### src/rtl/inverter_chain_freq_meter.sv
// Frequency meter: counts rising edges of one selected asynchronous oscillator tap over a gate window of clk cycles.
// Optional macro FREQ_METER_SAT_EN: the edge counter saturates at all-ones instead of wrapping.
module inverter_chain_freq_meter #(
  parameter int NUM_CH  = 4,
  parameter int COUNT_W = 16,
  parameter int GATE_W  = 16
) (
  input  logic                      clk,
  input  logic                      rst_n,
  input  logic                      ena,
  input  logic [NUM_CH-1:0]         osc_in,
  input  logic [$clog2(NUM_CH)-1:0] ch_sel,
  input  logic [GATE_W-1:0]         gate_cycles,
  input  logic                      start,
  output logic                      busy,
  output logic                      done,
  output logic [COUNT_W-1:0]        count,
  output logic                      valid,
  output logic                      overflow
);

  localparam int SEL_W = $clog2(NUM_CH);

  localparam logic [1:0] S_IDLE  = 2'd0;
  localparam logic [1:0] S_ARM   = 2'd1;
  localparam logic [1:0] S_COUNT = 2'd2;
  localparam logic [1:0] S_DONE  = 2'd3;

  logic [1:0]         state;
  logic [1:0]         state_next;
  logic [SEL_W-1:0]   ch_lat;
  logic [SEL_W-1:0]   ch_pick;
  logic [GATE_W-1:0]  gate_cnt;
  logic [1:0]         arm_cnt;
  logic [COUNT_W-1:0] edge_cnt;
  logic [COUNT_W-1:0] edge_cnt_next;
  logic               ovf_acc;
  logic               ovf_acc_next;
  logic               s1;
  logic               s2;
  logic               s3;
  logic               edge_det;

  assign ch_pick  = (int'(ch_sel) < NUM_CH) ? ch_sel : '0;
  assign edge_det = s2 & ~s3;

  // The synchroniser runs continuously; the ARM cycles flush it after ch_lat changes.
  always_ff @(posedge clk or negedge rst_n) begin
    if (!rst_n) begin
      s1 <= 1'b0;
      s2 <= 1'b0;
      s3 <= 1'b0;
    end else begin
      s1 <= osc_in[ch_lat];
      s2 <= s1;
      s3 <= s2;
    end
  end

  always_comb begin
    edge_cnt_next = edge_cnt;
    ovf_acc_next  = ovf_acc;
    if (state == S_COUNT && edge_det) begin
      if (&edge_cnt) begin
        ovf_acc_next = 1'b1;
`ifdef FREQ_METER_SAT_EN
        edge_cnt_next = edge_cnt;
`else
        edge_cnt_next = '0;
`endif
      end else begin
        edge_cnt_next = edge_cnt + COUNT_W'(1);
      end
    end
  end

  always_comb begin
    state_next = state;
    if (!ena) begin
      state_next = S_IDLE;
    end else begin
      case (state)
        S_IDLE:  if (start) state_next = S_ARM;
        S_ARM:   if (arm_cnt == 2'd2) state_next = (gate_cnt == '0) ? S_DONE : S_COUNT;
        S_COUNT: if (gate_cnt == GATE_W'(1)) state_next = S_DONE;
        S_DONE:  state_next = S_IDLE;
        default: state_next = S_IDLE;
      endcase
    end
  end

  // Results are loaded on entry to DONE so they appear together with the done pulse.
  always_ff @(posedge clk or negedge rst_n) begin
    if (!rst_n) begin
      state    <= S_IDLE;
      ch_lat   <= '0;
      gate_cnt <= '0;
      arm_cnt  <= '0;
      edge_cnt <= '0;
      ovf_acc  <= 1'b0;
      busy     <= 1'b0;
      done     <= 1'b0;
      count    <= '0;
      valid    <= 1'b0;
      overflow <= 1'b0;
    end else begin
      state <= state_next;
      busy  <= (state_next != S_IDLE);
      done  <= 1'b0;
      case (state)
        S_IDLE: begin
          if (ena && start) begin
            ch_lat   <= ch_pick;
            gate_cnt <= gate_cycles;
            arm_cnt  <= '0;
            edge_cnt <= '0;
            ovf_acc  <= 1'b0;
          end
        end
        S_ARM: arm_cnt <= arm_cnt + 2'd1;
        S_COUNT: begin
          gate_cnt <= gate_cnt - GATE_W'(1);
          edge_cnt <= edge_cnt_next;
          ovf_acc  <= ovf_acc_next;
        end
        default: ;
      endcase
      if (state_next == S_DONE) begin
        done     <= 1'b1;
        valid    <= 1'b1;
        count    <= edge_cnt_next;
        overflow <= ovf_acc_next;
      end
    end
  end

endmodule

### config.mk
export PLATFORM = sky130hd
export DESIGN_NAME = inverter_chain_freq_meter
export DESIGN_NICKNAME = d
export VERILOG_FILES = /design/src/rtl/inverter_chain_freq_meter.sv
export SDC_FILE = /design/constraint.sdc
export NUM_CORES = 1
export LEC_CHECK = 0
export ABC_AREA = 1
export CAP_MARGIN = 30
export CORE_ASPECT_RATIO = 1.4
export CORE_MARGIN = 3
export CORE_UTILIZATION = 54
export DETAILED_ROUTE_END_ITERATION = 6
export DONT_BUFFER_PORTS = 1
export GPL_TIMING_DRIVEN = 0
export PLACE_DENSITY_LB_ADDON = 0.08
export SLEW_MARGIN = 5
export SYNTH_ARGS = -nofsm -noshare
export SYNTH_HDL_FRONTEND = slang
export SYNTH_SLANG_ARGS = --single-unit
export TNS_END_PERCENT = 30
### constraint.sdc
create_clock -name clk -period 4.15 [get_ports clk]
set_clock_uncertainty 0.05 [all_clocks]
set_input_delay 0.83 -clock clk [delete_from_list [all_inputs] [get_ports clk]]
set_output_delay 0.83 -clock clk [all_outputs]
set_load 0.1 [all_outputs]
Word-level counts from Yosys, hierarchy flattened

Index checks and enable logic that the tools add are counted.

Register bits after elaboration: 62
Word-level logic and storage cells: 59

Add/subtract/negate cells: 3
Magnitude comparators: 1
Equal/unequal tests: 7
Multiplexer cells: 21
Bitwise operators: 2
Reduce and logical (&&, ||, !) cells: 11

Operators by type and width:

| cell                                                                 | count |
|---|---|
| 16-bit 2-to-1 mux                                                    | 4 |
| 16-bit one-hot mux with 2 select lines                               | 2 |
| 16-bit by 1-bit adder with 16-bit output, second input constant      | 1 |
| 16-bit by 1-bit == test with 1-bit output, second input constant     | 1 |
| 16-bit logical NOT                                                   | 1 |
| 16-bit AND reduction                                                 | 1 |
| 16-bit by 1-bit subtractor with 16-bit output, second input constant | 1 |
| 2-bit 2-to-1 mux                                                     | 5 |
| 2-bit == test, second input constant                                 | 4 |
| 2-bit one-hot mux with 4 select lines                                | 1 |
| 1-bit 2-to-1 mux                                                     | 6 |
| 2-bit AND reduction                                                  | 3 |
| 2-bit nonzero test                                                   | 3 |
| 2-bit one-hot mux with 2 select lines                                | 1 |
| 2-bit by 3-bit < comparator with 1-bit output, second input constant | 1 |
| 2-bit by 1-bit adder with 2-bit output, second input constant        | 1 |
| 1-bit binary-select mux with 2-bit select                            | 1 |
| 2-bit by 1-bit == test with 1-bit output, second input constant      | 1 |
| 1-bit logical AND                                                    | 2 |
| 2-bit logical NOT                                                    | 1 |
| 2-bit != test, second input constant                                 | 1 |
| 1-bit one-hot mux with 2 select lines                                | 1 |
| 1-bit bitwise AND                                                    | 1 |
| 1-bit NOT                                                            | 1 |

Longest topological paths before layout

Gate-level depths: netlist of the first run.

Word-level depth: 7
Depth in mapped cells: 11
Mapped depth without buffers: 10

Worst setup path after synthesis of the first run

OpenSTA, ideal clock, no wires.

Path type: reg2out
From: reg count[0]
To: out count[0]
Arrival: 0.898 ns
Data required time: 3.270 ns
Path slack: 2.372 ns
Stages on the path, launching flop included: 1
Buffers on the path: 0
Cell sequence: dfrtp_1

RTL lines:

| item                   | line | text |
|---|---|---|
| start, declared        | 17   | `output logic [COUNT_W-1:0] count,` |
| start signal, assigned | 131  | `count <= edge_cnt_next;` |

No word-level cell between the ends.

Worst setup path in the final report of the first run

From: reg overflow
To: out overflow

RTL lines:

| item                   | line | text |
|---|---|---|
| start, declared        | 19   | `output logic overflow` |
| start signal, assigned | 132  | `overflow <= ovf_acc_next;` |

No word-level cell between the ends.

==> results of run 1 <==
==> cells in the mapped netlist, drive strengths merged (7+ instances only) <==
| cell type | n | share of area (%) |
|---|---|---|
| nand3 | 32 | 5.1 |
| a21oi | 8 | 1.6 |
| inv | 47 | 5.4 |
| nor2 | 47 | 6.3 |
| dfrtp | 62 | 48 |
| o22ai | 10 | 1.9 |
| clkbuf | 8 | 0.96 |
| nor3 | 7 | 1.1 |
| nand4 | 8 | 1.5 |
| nand2 | 120 | 14 |
| o21ai | 49 | 7.5 |
==> sequential cells by signal (all words and copies together) (netlist names) <==
| name | count |
|---|---|
| count | 16 |
| edge_cnt | 16 |
| gate_cnt | 16 |
| arm_cnt | 2 |
| ch_lat | 2 |
| state | 2 |
| busy | 1 |
| done | 1 |
| overflow | 1 |
| ovf_acc | 1 |
| s1 | 1 |
| s2 | 1 |
| s3 | 1 |
| valid | 1 |
==> routing by layer <==
metal | up-vias | part of all wire, % | track usage (%)
met1 | 1292 | 40 | 26.69
met3 | 11 | 4.5 | 7.106
li1 | 1413 | - | -
met5 | - | 0 | 0
met4 | 0 | 1.9 | 7.525
met2 | 67 | 53 | 39.02
==> where the power goes <==
part           leakage, nW  switching, W  total, W  internal [W]
sequential           0.813      0.000262  0.000969      0.000706
clock                0.106      0.000242  0.000578      0.000337
combinational        0.709      0.000204  0.000316      0.000111
==> layout make-up <==
class / instances / area, µm²
Sequential cell: 62 / 1551
Clock buffer: 10 / 127.6
Multi-Input combinational cell: 303 / 1463
Buffer: 13 / 68.82
Inverter: 47 / 176.4
Clock inverter: 6 / 86.33
Fill cell: 511 / 2127
Tap cell: 68 / 85.08
==> metrics by stage <==
step,setup slack (ns),total power (W),utilization [%],instance area (µm²)
after CTS,1.961,0.001880,62.59,3558
after global placement,2.144,0.001283,58.82,3344
after floorplan,2.372,0.001213,-,3259
final,1.979,0.001863,62.59,3558
after detailed placement,2.136,0.001297,58.82,3344
after global routing,1.940,0.001979,62.59,3558
==> worst min path at each step <==
stage,end
after floorplan,s2
after global routing,count[0]
after CTS,valid
final,count[2]
after detailed placement,s2
after global placement,s2
==> cell usage in the layout, fill, tap and decap left out, types with 2 or more instances in the layout <==
| master | netlist | layout |
|---|---|---|
| clkbuf_8 | 0 | 9 |
| a21oi_1 | 7 | 7 |
| inv_1 | 47 | 47 |
| nor2_2 | 3 | 3 |
| ha_1 | 5 | 5 |
| buf_2 | 3 | 3 |
| o21ai_1 | 2 | 2 |
| o211ai_1 | 5 | 5 |
| nand3_1 | 31 | 31 |
| dfrtp_1 | 62 | 62 |
| xor2_1 | 2 | 2 |
| nand3b_1 | 2 | 2 |
| bufinv_16 | 0 | 2 |
| buf_6 | 2 | 2 |
| o22ai_1 | 10 | 10 |
| clkinv_2 | 0 | 2 |
| nor3_1 | 7 | 7 |
| nor2_1 | 41 | 41 |
| nand4_1 | 8 | 8 |
| nand2_1 | 119 | 119 |
| o21ai_0 | 47 | 47 |
| nor2_4 | 3 | 3 |
| clkbuf_1 | 7 | 8 |
==> cells by family after synthesis <==
kind of cell	Yosys count	synth area share, %
compound gates	77	13.40
buf+inv	60	7.524
flops	62	47.60
fa+ha+maj	5	1.919
simple gates	218	28.75
xor+xnor	3	0.8063
==> out/metrics.csv, run 1 <==
metric,value,unit
status,completed,
worst_setup_path_start_kind,register,
num_vias,2783,
grt_max_degree,63,
rsz0062_at_grt,no,
cts_tree,done,
drt_wl_total,7346,µm
layout.nets,467,
drtIter0Drc,163,
cts_setup_buffers,0,
place_inst,493,
first_pass_iters,5,
maxCapViolCount,0,
grt_usage,22.78,%
synthesis.area,0.003259,mm²
fin_crit_sh,52.31,%
synthCells,425,
vias_per_cell,5.468,
stdcell_count,509,
maxSlewHeadroom,39.26,%
core-area,0.005685,mm²
syn2layout_area_growth,9.175,%
r2r_setup_slack,2.30,ns
drive_above_1_share,7.256,%
grt-ovfl-total,0,
start_util,57.33,%
p_leak,1.629,nW
r2r_end,edge_cnt[13],
critPathCaptureType,primary output,
max_freq,0.4606,GHz
seq_area_frac_synth,47.60,%
worstMarginPinSlew,0.9111,ns
drtAntennaViolNets,0,
n_antenna_cell,0,
hp-class,primary input to asynchronous set/reset pin,
path_depth,0,
die_h,97.93,µm
clockBufferDepth,2,
ioPinCount,46,
p_per_area,523.6,mW/mm²
arrival,1.29,ns
portBuffers,0,
reg2regPathDepth,10,
insertion_delay,0.35,ns
rows,32,
synth_edf_count,0,
period_needed,2.171,ns
yosysWarnings,0,
grt_antenna_before_repair,0,
startpoint,overflow,
hpwlAfterDp,5324,µm
grt_pass1_vias,2740,
slew_violations,0,
irDropWorstVdd,0.0003759,V
avgSynthCellArea,7.669,µm²
clk_pin_slew_worst_paths,0.07,ns
drc,0,
r2r-start,edge_cnt[1],
cts_hold_buf,0,
cts_made_buffers,9,
holdWs,0.1236,ns
setup_viol,0,
clock_tree.root_cell,clkbuf_8,
endpoint,overflow,
synth.distinct_cells,32,
htreeDepth,3,
crit_type,register to primary output,
place.gp.congestion,0.8792,
hold_violations,0,
finalSetupTns,0,ns
critPathRequiredTime,3.27,ns
yosys_register_bits,62,
dieArea,0.007017,mm²
grt_pass1_wl,12710,µm
wl_per_cell,14.43,µm
clock-sinks,62,
crit_fanout,2,
post_cts_resized,0,
die_w,71.66,µm
synthArstFlopShare,100.0,%
synthFlopType,dfrtp_1,
synth_nets,456,
Power figures use the tool's default switching activity.
==> run 2: changes to the inputs <==
clock period = 1.8 ns   (was 4.15 ns; I/O delays follow)
==> run 2 against run 1 <==
- the flow now finishes with violations (hold timing)
- critical path type is now register to register
- largest power group unchanged
- wire length grew 0.29%
- clock power grew 130%
- critical endpoint is now edge_cnt[13]
- global-route usage is the same
- die area is the same
- core utilization grew 1.5 points
- register-to-register slack lost 2.2 ns
==> out/metrics.csv, run 2 (same netlist as run 1, synthesis figures left out) <==
metric,value,unit
die_w,71.66,µm
maxSlewHeadroom,39.62,%
grt_pass1_wl,12710,µm
wl_per_cell,14.45,µm
critPathRequiredTime,1.97,ns
crit_type,register to register,
total_power,0.004360,W
period_needed,1.738,ns
irDropWorstVdd,0.0008535,V
worst_setup_path_start_kind,register,
endpoint,edge_cnt[13],
setup_viol,0,
htreeDepth,3,
die_h,97.93,µm
portBuffers,0,
violations,hold timing,
dieArea,0.007017,mm²
grt_antenna_before_repair,0,
r2r_end,edge_cnt[13],
drive_above_1_share,11.31,%
crit_fanout,7,
hold_violations,62,
grt-ovfl-total,0,
slew_violations,0,
grt_pass1_vias,2740,
insertion_delay,0.34,ns
drtAntennaViolNets,0,
clock_tree.root_cell,clkbuf_8,
rows,32,
vias_per_cell,5.480,
drt_wl_total,7367,µm
clockBufferDepth,2,
cts_made_buffers,9,
holdWs,-0.3448,ns
max_freq,0.5755,GHz
r2r_setup_slack,0.06,ns
grt_max_degree,63,
arrival,1.91,ns
start_util,57.33,%
worstMarginPinSlew,0.9057,ns
hpwlAfterDp,5324,µm
p_leak,1.666,nW
grt_usage,22.78,%
layout_commonest_cell,nand2_1,
drtIter0Drc,143,
clk_pin_slew_worst_paths,0.07,ns
final_core_utilization,64.06,%
clock-sinks,62,
syn2layout_area_growth,11.75,%
r2r-start,edge_cnt[1],
fin_crit_sh,96.54,%
critPathCaptureType,register,
p_per_area,1197,mW/mm²
rsz0062_at_grt,yes,
maxCapViolCount,0,
startpoint,edge_cnt[1],
status,"finished, violations left",
layout.nets,468,
place.gp.congestion,0.8792,
finalSetupTns,0,ns
core-area,0.005685,mm²
cts_tree,done,
num_vias,2795,
ioPinCount,46,
hp-class,primary input to asynchronous set/reset pin,
drc,0,
first_pass_iters,4,
final_cell_mix,"nand2_1, dfrtp_1, inv_1, o21ai_0, nor2_1",
largestRegisters,"count (16), edge_cnt (16), gate_cnt (16)",
reg2regPathDepth,10,
n_antenna_cell,0,
run 2: final cells by class:
class	instances	area (µm²)
clock inverters	6	86.33
clock buffers	10	127.6
well taps	68	85.08
flip-flops and latches	62	1553
fillers	508	2043
plain buffers	13	95.09
multi-input cells	303	1511
repair buffers	1	7.507
inverters	47	176.4
run 2: repair_timing:
action | CTS | global route
pin swaps | 0 | 1
setup buffers | 0 | 1
resized for setup | 1 | 37
setup endpoints to repair | 2 | 41
endpoints found under the hold margin | 62 | 62
run 2: how the worst min path moves through the flow:
stage	end	startpoint	cells past startpoint	slack, ns
after floorplan	arm_cnt[0]	rst_n	0	0.01
after global placement	count[1]	rst_n	0	0.02
after detailed placement	count[1]	rst_n	0	0.02
after CTS	valid	rst_n	0	-0.36
after global routing	count[0]	rst_n	0	-0.37
final	count[1]	rst_n	0	-0.34
run 2: metrics by stage:
| stage | worst slack (ns) | std cells | area, µm² | hold slack [ns] |
|---|---|---|---|---|
| 5_1_grt | -0.08761 | 510 | 3642 | -0.3722 |
| 6_report | 0.06225 | 510 | 3642 | -0.3448 |
| 3_3_place_gp | -0.009643 | 493 | 3344 | 0.01607 |
| 4_1_cts | 0.003200 | 509 | 3561 | -0.3619 |
| 3_5_place_dp | -0.04094 | 493 | 3344 | 0.01595 |
| 2_1_floorplan | 0.2806 | 425 | 3259 | 0.01441 |
run 2: report_power, final:
group          switching, W  leakage, nW  internal [W]  total [W]
Clock              0.000550        0.106      0.000777    0.00133
Sequential         0.000619        0.812       0.00163    0.00225
Combinational      0.000496        0.747      0.000288   0.000784
run 2: metal layers:
metal	track usage, %	vias to the layer above	wire [µm]
met5	0	-	0
met4	7.525	0	127
met3	7.106	10	356
met2	39.02	66	3910
met1	26.69	1306	2973
li1	-	1413	-
run 2: critical path, cell delays in order, from the launching register on:
cell	delay, ns
dfrtp_1	0.39
ha_2	0.21
nand3_1	0.12
nor2_1	0.14
nand2_2	0.12
nor2_4	0.16
nand2_4	0.11
nand2_1	0.11
nor2_2	0.05
nand2_1	0.07
o21ai_0	0.09
==> run 3: changes to the inputs <==
ABC_AREA = not set   (was 1)
CORE_MARGIN = not set   (was 3)
==> run 3 against run 2 <==
- the flow finishes with violations (hold timing, setup timing)
- register-to-register slack worse by 0.59 ns
- final cell count shrank 19%
- combinational power up 3.4%
- first-iteration DRC count rose by 41%
- flip-flop and latch count unchanged
- total power is 2.0% higher
- core utilization grew 1.4 points
- synthesized area decreased by 0.12%
- sequential power is 5% higher
- sequential share of layout area down 1.7 points
- clock power is 5% lower
==> out/metrics.csv, run 3 <==
metric,value,unit
status,"finished, violations left",
violations,"hold timing, setup timing",
vias_per_cell,6.094,
fin_crit_sh,129.5,%
crit_fanout,4,
setup_ws,-0.5308,ns
start_util,55.92,%
num_vias,2529,
p_per_area,1167,mW/mm²
yosys-top-cells-area,"dfrtp_1, nand2_1, mux2_4",
pwr-share-comb,18.3,%
final_cell_mix,"dfrtp_1, nand2_1, nor2_1, o21ai_0, a21oi_1",
wl_per_cell,18.13,µm
synth.distinct_cells,57,
place_inst,388,
synthFlopType,dfrtp_1,
critPathCaptureType,register,
cts_made_buffers,9,
die_w,67.63,µm
arrival,2.51,ns
worst_setup_path_start_kind,register,
total_power,0.004446,W
max_freq,0.4290,GHz
period_needed,2.331,ns
path_cells,or4_4 -> nor4_4 -> a41oi_4 -> nor2_4 -> buf_4 -> buf_16 -> mux2_4,
syn2layout_area_growth,16.99,%
grt_antenna_before_repair,0,
rsz0062_at_grt,yes,
maxCapViolCount,0,
hold_violations,62,
p_int,0.002736,W
grtUsageMet2,45.63,%
place.gp.congestion,0.8601,
drc,0,
core-area,0.005822,mm²
stdcell_count,415,
placed_cell_area,0.003348,mm²
p_clk_share,28.7,%
maxSlewHeadroom,38.22,%
drtAntennaViolNets,0,
clk_pin_slew_worst_paths,0.07,ns
holdWs,-0.3487,ns
design_area,0.003809,mm²
p_leak,1.668,nW
insertion_delay,0.35,ns
cp_slowest_cell,or4_4,
critPathRequiredTime,1.98,ns
grt_usage,26.82,%
ys_top_cells_by_count,"dfrtp_1, nand2_1, o21ai_0, nor2_1, a21oi_1",
netlist.area_leader.share,47.66,%
clock_tree.root_cell,clkbuf_8,
layout_commonest_cell,dfrtp_1,
portBuffers,0,
synth_edf_count,0,
clock-sinks,62,
synthMostInstantiatedCell,dfrtp_1,
synth_nets,348,
power_switching,0.001709,W
clockBufferDepth,2,
ioPinCount,46,
rows,33,
switching_share,38.45,%
yosysWarnings,0,
grt_max_degree,63,
hp-class,primary input to asynchronous set/reset pin,
power_frac_seq,53.1,%
irDropWorstVdd,0.0006761,V
die_h,93.87,µm
cts_tree,done,
layout.nets,371,
drive_above_1_share,23.77,%
met3_usage,6.432,%
dieArea,0.006348,mm²
post-place-ws,-0.6418,ns
drtIter0Drc,202,
n_antenna_cell,0,
largestRegisters,"count (16), edge_cnt (16), gate_cnt (16)",
setup_viol,25,
first_pass_iters,4,
grt-ovfl-total,0,
synthesis.area,0.003256,mm²
drt_wl_total,7525,µm
crit_type,register to register,
worstMarginPinSlew,0.9267,ns
synth_top_area_cell,dfrtp_1,
slowest_delay,0.56,ns
avgSynthCellArea,10.27,µm²
grt_pass1_vias,2548,
yosys_register_bits,62,
synthCells,317,
use_met1,31.48,%
synthArstFlopShare,100.0,%
slew_violations,0,
seq_area_frac_synth,47.66,%
grt_pass1_wl,12440,µm
reg2regPathDepth,7,
hpwlAfterDp,5019,µm
htreeDepth,3,
busiest_layer,met2,
## run 3: cell types whose count changed in the layout (fill, tap and decap cells not counted), moves of 5 or more
cell,change
a21oi_1,+8
nor2_1,-15
o21ai_0,-26
o22ai_1,-10
mux2_4,+9
mux2i_1,+7
nand2_1,-74
nor2_2,-10
nand3_1,-18
inv_1,-37
buf_4,+7
nand2b_1,+5
## run 3: cell type report
class | count | area, µm²
Sequential cell | 62 | 1558
Timing Repair Buffer | 12 | 141.4
Tap cell | 70 | 87.58
Clock buffer | 13 | 158.9
Clock inverter | 3 | 42.54
Inverter | 9 | 33.78
Multi-Input combinational cell | 233 | 1673
Fill cell | 452 | 2013
Buffer | 13 | 113.9
## run 3: worst max-delay path, delay by kind of cell (launching register included)
family | cells | cell delay, ns
flops | 1 | 0.41
mux | 1 | 0.28
buf+inv | 2 | 0.27
compound gates | 1 | 0.20
simple gates | 3 | 1.01
## run 3: logic make-up (layout without fill, tap and decap cells)
| group | count (synthesis) | count (layout) | share of synthesized area [%] |
|---|---|---|---|
| and+or+nand+nor | 128 | 128 | 21.25 |
| AOI/OAI and AO/OA | 69 | 69 | 14.34 |
| DFF | 62 | 62 | 47.66 |
| buffers and inverters | 22 | 50 | 3.882 |
| muxes | 21 | 21 | 8.263 |
| xor gates and xnor gates | 10 | 10 | 2.690 |
| adders and majority gates | 5 | 5 | 1.922 |
## run 3: power groups by stage
| stage | clock, W | sequential, W | combinational [W] |
|---|---|---|---|
| after floorplan | 0 | 0.00233 | 0.000552 |
| after global placement | 0 | 0.00237 | 0.000661 |
| after detailed placement | 0 | 0.00238 | 0.000686 |
| after CTS | 0.00129 | 0.00236 | 0.000770 |
| after global routing | 0.00135 | 0.00240 | 0.000911 |
| final | 0.00127 | 0.00236 | 0.000811 |
## run 3: through the flow
step / hold slack [ns] / util (%) / setup TNS, ns
floorplan: 0.01441 / - / -4.765
global placement: 0.01577 / 57.43 / -18.43
detailed placement: 0.01624 / 57.51 / -13.84
CTS: -0.3546 / 63.94 / -9.019
global route: -0.3669 / 65.42 / -13.35
finish: -0.3487 / 65.42 / -9.852
## run 3: path summary, 6_finish.rpt
check	from	end	slack, ns
min	rst_n	edge_cnt[9]	-0.35
min reg2reg	s1	s2	0.30
max in group asynchronous	rst_n	gate_cnt[6]	1.94
min in group clk	ch_sel[0]	ch_lat[0]	0.07
max reg2reg	gate_cnt[6]	count[15]	-0.53
max	gate_cnt[6]	count[15]	-0.53
## run 3: routing by layer
layer,part of all wire [%],vias to the layer above
li1,-,1206
met1,40,1258
met2,54,51
met3,3.3,14
met4,2.2,0
met5,0,-
## run 3: timing repair
item | CTS | global route
resized for setup | 25 | 18
buffers inserted | 7 | 2
hold endpoints to repair | 62 | 62
pin swaps | 5 | 4
endpoints found under the setup margin | 51 | 46
gates cloned | 1 | 1
